## src/rtl/watch_mode_mux.sv

```systemverilog
// Display-mode multiplexer: selects one character source for the LCD, switching modes only at a frame boundary.
// Optional macro MODE_TIMEOUT_EN adds an inactivity auto-return to mode 0.
module watch_mode_mux #(
    parameter int unsigned N_MODES    = 4,
    parameter int unsigned MODE_W     = 2,
    parameter int unsigned CHAR_W     = 8,
    parameter int unsigned INDEX_W    = 5,
    parameter int unsigned LAST_INDEX = 31,
    parameter int unsigned TIMEOUT_S  = 30
) (
    input  logic                       clk,
    input  logic                       rst,
    input  logic                       en_1hz,
    input  logic [MODE_W-1:0]          mode_req,
    input  logic [3:0]                 sw_in,
    input  logic [INDEX_W-1:0]         index_char,
    input  logic [N_MODES*CHAR_W-1:0]  data_in,
    output logic [CHAR_W-1:0]          data_char,
    output logic [MODE_W-1:0]          mode_act,
    output logic [N_MODES-1:0]         mode_en,
    output logic                       pending,
    output logic                       timeout
);

    typedef enum logic {
        ST_STEADY = 1'b0,
        ST_PEND   = 1'b1
    } state_t;

    state_t              r_state;
    logic [MODE_W-1:0]   r_sync1;
    logic [MODE_W-1:0]   r_sync2;
    logic [MODE_W-1:0]   w_req;
    logic [MODE_W-1:0]   w_target;
    logic                w_frame_end;

    // Two-flop synchroniser for the asynchronous DIP-switch request
    always_ff @(posedge clk or posedge rst) begin
        if (rst) begin
            r_sync1 <= '0;
            r_sync2 <= '0;
        end else begin
            r_sync1 <= mode_req;
            r_sync2 <= r_sync1;
        end
    end

    assign w_req       = (32'(r_sync2) < N_MODES) ? r_sync2 : '0;
    assign w_frame_end = (index_char == INDEX_W'(LAST_INDEX));

`ifdef MODE_TIMEOUT_EN
    logic [MODE_W-1:0] r_sync_prev;
    logic [7:0]        r_idle_cnt;
    logic              w_req_chg;

    assign w_req_chg = (r_sync2 != r_sync_prev);

    // Saturating idle-seconds counter; the override holds until the switches move
    always_ff @(posedge clk or posedge rst) begin
        if (rst) begin
            r_sync_prev <= '0;
            r_idle_cnt  <= 8'd0;
            timeout     <= 1'b0;
        end else begin
            r_sync_prev <= r_sync2;
            if ((sw_in != 4'd0) || w_req_chg) begin
                r_idle_cnt <= 8'd0;
            end else if (en_1hz && (r_idle_cnt != 8'hFF)) begin
                r_idle_cnt <= r_idle_cnt + 8'd1;
            end
            if (w_req_chg) begin
                timeout <= 1'b0;
            end else if ((r_idle_cnt >= 8'(TIMEOUT_S)) && (mode_act != '0)) begin
                timeout <= 1'b1;
            end
        end
    end

    assign w_target = timeout ? '0 : w_req;
`else
    logic w_unused_inputs;

    assign w_unused_inputs = ^{en_1hz, sw_in};
    assign timeout         = 1'b0;
    assign w_target        = w_req;
`endif

    // Mode changes are deferred to the last character of a frame so a frame is never mixed
    always_ff @(posedge clk or posedge rst) begin
        if (rst) begin
            r_state  <= ST_STEADY;
            mode_act <= '0;
            mode_en  <= N_MODES'(1);
        end else begin
            case (r_state)
                ST_STEADY: begin
                    if (w_target != mode_act) begin
                        r_state <= ST_PEND;
                    end
                end
                ST_PEND: begin
                    if (w_target == mode_act) begin
                        r_state <= ST_STEADY;
                    end else if (w_frame_end) begin
                        mode_act <= w_target;
                        mode_en  <= N_MODES'(1) << w_target;
                        r_state  <= ST_STEADY;
                    end
                end
                default: r_state <= ST_STEADY;
            endcase
        end
    end

    assign pending = (r_state == ST_PEND);

    always_comb begin
        data_char = data_in[CHAR_W-1:0];
        for (int k = 0; k < int'(N_MODES); k++) begin
            if (mode_act == MODE_W'(k)) begin
                data_char = data_in[k*CHAR_W +: CHAR_W];
            end
        end
    end

endmodule

```

## config.mk

```make
export PLATFORM = sky130hd
export DESIGN_NAME = watch_mode_mux
export DESIGN_NICKNAME = d
export VERILOG_FILES = /design/src/rtl/watch_mode_mux.sv
export SDC_FILE = /design/constraint.sdc
export NUM_CORES = 1
export LEC_CHECK = 0
export ABC_AREA = 1
export BUFFER_PORTS_ARGS = -buffer_cell sky130_fd_sc_hd__buf_2
export CAP_MARGIN = 30
export CORE_ASPECT_RATIO = 1.5
export CORE_MARGIN = 1.5
export CORE_UTILIZATION = 34
export DETAILED_ROUTE_END_ITERATION = 7
export PLACE_DENSITY_LB_ADDON = 0.15
export SYNTH_ARGS = -nofsm -noshare
export SYNTH_HDL_FRONTEND = slang
export SYNTH_SLANG_ARGS = --single-unit
```

## constraint.sdc

```tcl
create_clock -name clk -period 0.97 [get_ports clk]
set_input_delay 0.1455 -clock clk [delete_from_list [all_inputs] [get_ports clk]]
set_output_delay 0.1455 -clock clk [all_outputs]
set_load 0.02 [all_outputs]
```

### Word-level counts from Yosys, hierarchy flattened

Index checks and enable logic that the tools add are counted.

| operators by class | value |
|---|---|
| multiplexer cells | 7 |
| bitwise gates (word level) | 2 |
| shift operators | 1 |
| equality and inequality tests | 6 |
| reductions and logical operators | 1 |

Operators with widths:

| cell | number |
|---|---|
| two-way mux 8 bit | 3 |
| == test 5 bit, second input constant | 1 |
| == test 2 bit, second input constant | 2 |
| left shift 1 x 2 -> 4 bit, first input constant | 1 |
| two-way mux 1 bit | 3 |
| AND reduction 3 bit | 1 |
| == test 2 x 1 -> 1 bit, second input constant | 1 |
| == test 2 bit | 1 |
| != test 2 bit | 1 |
| NOT 1 bit | 2 |
| one-hot mux 1 bit (2 select lines) | 1 |

| storage, ports and cells | value |
|---|---|
| register bits | 11 |
| output and inout port bits | 16 |
| bits of input ports | 46 |

### Longest topological paths before layout

| depth | value |
|---|---|
| depth after elaboration | 4 |
| gate-level depth with buffers | 8 |
| mapped depth without buffers | 7 |

### Least setup slack after synthesis

No wires, ideal clock.

| path | value |
|---|---|
| path kind | flip-flop to output port |
| from | register mode_act[1] |
| to | output port data_char[1] |
| stages on the path, launching flop included | 7 |
| setup slack | -0.298 ns |
| data arrival time | 1.123 ns |
| path buffers | 1 |
| cells stage by stage | dfrtp_1 -> inv_2 -> buf_6 -> nand2_1 -> a21oi_1 -> o21ai_1 -> nand2_1 |

| between the ends | value |
|---|---|
| longest elaborated chain between the ends | 4 |
| elaborated cells between the ends (all ways) | 6 |

Ends and longest elaborated chain:

| what | RTL line | text |
|---|---|---|
| start: declaration | 19 | `output logic [MODE_W-1:0] mode_act,` |
| start signal: assignment | 105 | `mode_act <= w_target;` |
| == test 2 x 1 -> 1 bit | 120 | `if (mode_act == MODE_W'(k)) begin` |
| two-way mux 8 bit (2 in a row) | 120 |  |
| two-way mux 8 bit (*) | 120 |  |
| end: declaration | 18 | `output logic [CHAR_W-1:0] data_char,` |

Every way passes the cells marked *; elsewhere a longest branch is shown, timed or not.

### Worst setup path in the final report

| path | value |
|---|---|
| from | register mode_act[0] |
| to | output port data_char[4] |

The elaborated chain is that of the path after synthesis.

==> qor.yml <==
violations: "setup timing"
swShare_pct: 45.3
grt-ovfl-total: 0
core_area_sq_um: 2030
dieArea_sq_um: 2450
cts_tree: "done"
syn-num-nets: 158
report.final.slew_viol_count: 0
vias: 954
grt_pass1_vias: 794
placementRows: 20
syn_avg_cell_area_sq_um: 6.55
clk_latency_ps: 260
crit_arrival_ps: 1380
p_per_area_nw_per_um2: 2060
hp-start: "index_char[2]"
finalSetupViolCount: 17
ff2ff_path_depth: 7
grt_pass1_wl_um: 2860
wl_per_cell_um: 10.7
power_switching_mw: 1.23
placed_area_sq_um: 1090
end_kind: "output pin"
period_share_pct: 158
worstPathMaxFanout: 6
dp_hpwl_um: 1570
synthCells: 112
die_w_um: 40.9
hold_viol: 0
drv_cap: 0
r2r_start: "mode_act[0]"
yosys_warnings: 0
ys_seq_area_share_pct: 37.7
synth-seq-cells: 11
syn2layout_area_growth_pct: 79.9
wl_um: 2170
io_buffers: 55
vdd_drop_max_mv: 1.27
final_net_count: 228
stdcell_area_sq_um: 1320
worst_slack_ps: -560
pre_cts_slack_ps: -302
max_freq_mhz: 654
synth_area_sq_um: 733
whs_ps: 243
internal-power_mw: 1.49
start_util_pct: 36.2
hp-class: "in2reg"
drt_iter0_drc: 7
layout_min_cycle_time_ps: 1530
skew_ps: 6.12
start_kind: "flip-flop"
cts_max_level: 1
n_antenna_cell: 0
ant_nets: 0
clock_path_buffers: 2
leakagePower_nw: 0.725
yosysUniqueCellTypes: 16
dr.pass1.iters: 4
status: "complete, but fails checks"
critPathKind: "reg2out"
antenna_found_initial: 0
via_per_inst: 4.70
whs_path_depth: 4
fillers: 187
clkTransAtPathRegs_ps: 70
utilization_pct: 65.1
grt_max_degree: 12
seqPwrFrac_pct: 23.6
cts_buffers: 3
grt_usage_pct: 16.6
cp.required_ps: 820
hold_end: "pending"
rsz0062_at_grt: "yes"
cts.sinks: 11
combPwrFrac_pct: 65.5
rrSetupSlack_ps: -260
drive_gt1_share_pct: 58.6
drc: 0
reg2reg_to: "mode_en[1]"
power_frac_clock_pct: 11.0
root_buffer: "clkbuf_4"
die_h_um: 59.9
io_pins: 62
gp_congestion: 0.770
p_total_mw: 2.72
==> how the worst max path moves through the flow <==
| stage | startpoint | endpoint | slack (ps) | depth (start not counted) |
|---|---|---|---|---|
| after floorplan | mode_act[1] | data_char[1] | -200 | 6 |
| after global placement | mode_act[1] | data_char[7] | -260 | 6 |
| after global routing | mode_act[1] | data_char[6] | -650 | 7 |
| after CTS | mode_act[1] | data_char[1] | -530 | 6 |
| final | mode_act[0] | data_char[4] | -560 | 5 |
| after detailed placement | mode_act[1] | data_char[0] | -300 | 6 |
==> registers in the layout, indices dropped and copies added (netlist names) <==
name,flops
mode_en,4
mode_act,2
r_sync1,2
r_sync2,2
pending,1
==> cells in the mapped netlist, drive strengths merged <==
cell	instances	area share [%]
nand2	50	29
nor2	14	8.2
o21ai	12	8.2
nand3	5	3.4
conb	1	0.51
dfrtp	10	34
buf	3	4.1
dfstp	1	3.6
a21oi	6	4.1
inv	10	5.1
==> placed cells by master (no fill, tap or decap), types with 4 or more instances in the layout <==
cell	n
buf_2	44
nand2_1	34
nor2_1	13
nand2_2	12
buf_6	11
o21ai_2	9
buf_4	9
inv_1	7
dfrtp_1	7
nand3_1	5
a21oi_2	4
==> per-layer routing <==
metal  routed length (um)  vias up  part of all wire [%]  GRT usage, %
met5                    0        -                     0             0
met4                   13        0                  0.60          8.57
met3                  160        2                   7.4          1.49
met2                 1200       36                    55          31.9
met1                  797      431                    37          15.3
li1                     -      485                     -             -
==> stage by stage <==
stage | std cells | setup TNS, ps
6_report | 203 | -6140
4_1_cts | 203 | -5980
3_3_place_gp | 194 | -3100
3_5_place_dp | 194 | -3540
2_1_floorplan | 112 | -2160
5_1_grt | 203 | -7340
==> area by class of cell <==
cell class,count,area [sq um],share of cell area (%)
Multi-Input combinational cell,88,493,37.4
Clock inverter,1,5.00,0.380
Clock buffer,3,22.5,1.71
Sequential cell,11,280,21.3
Tap cell,22,27.5,2.09
Timing Repair Buffer,67,442,33.5
Timing Repair inverter,1,6.26,0.474
Inverter,10,42.5,3.23
==> worst max-delay path, cell delays in order, from the launching register on <==
cell	delay, ps
dfrtp_2	480
buf_4	190
a21oi_1	190
o21ai_2	80
nand2_2	60
buf_6	110
==> logic make-up (layout without fill, tap and decap cells) <==
group                  after synthesis  in the layout  synth area share (%)
AO/OA/AOI/OAI                       18             18                  12.3
other                                1              1                 0.511
AND/OR/NAND/NOR                     69             69                  40.3
flip-flops                          11             11                  37.7
buffers and inverters               13             82                  9.22
==> repair_timing <==
item / 4_1_cts / 5_1_grt
hold buffers: 3 / 0
cloned: 1 / 0
endpoints found under the hold margin: 12 / 0
setup endpoints to repair: 19 / 20
pin swaps: 1 / 2
gates resized for setup: 21 / 24
setup buffers: 1 / 0
==> power groups by stage <==
stage / Sequential [mW] / Combinational (mW) / Clock (mW)
2_1_floorplan: 0.683 / 0.824 / 0
3_3_place_gp: 0.612 / 1.27 / 0
3_5_place_dp: 0.617 / 1.29 / 0
4_1_cts: 0.630 / 1.50 / 0.315
5_1_grt: 0.653 / 1.93 / 0.324
6_report: 0.641 / 1.78 / 0.298
(Power assumes the default switching activity.)
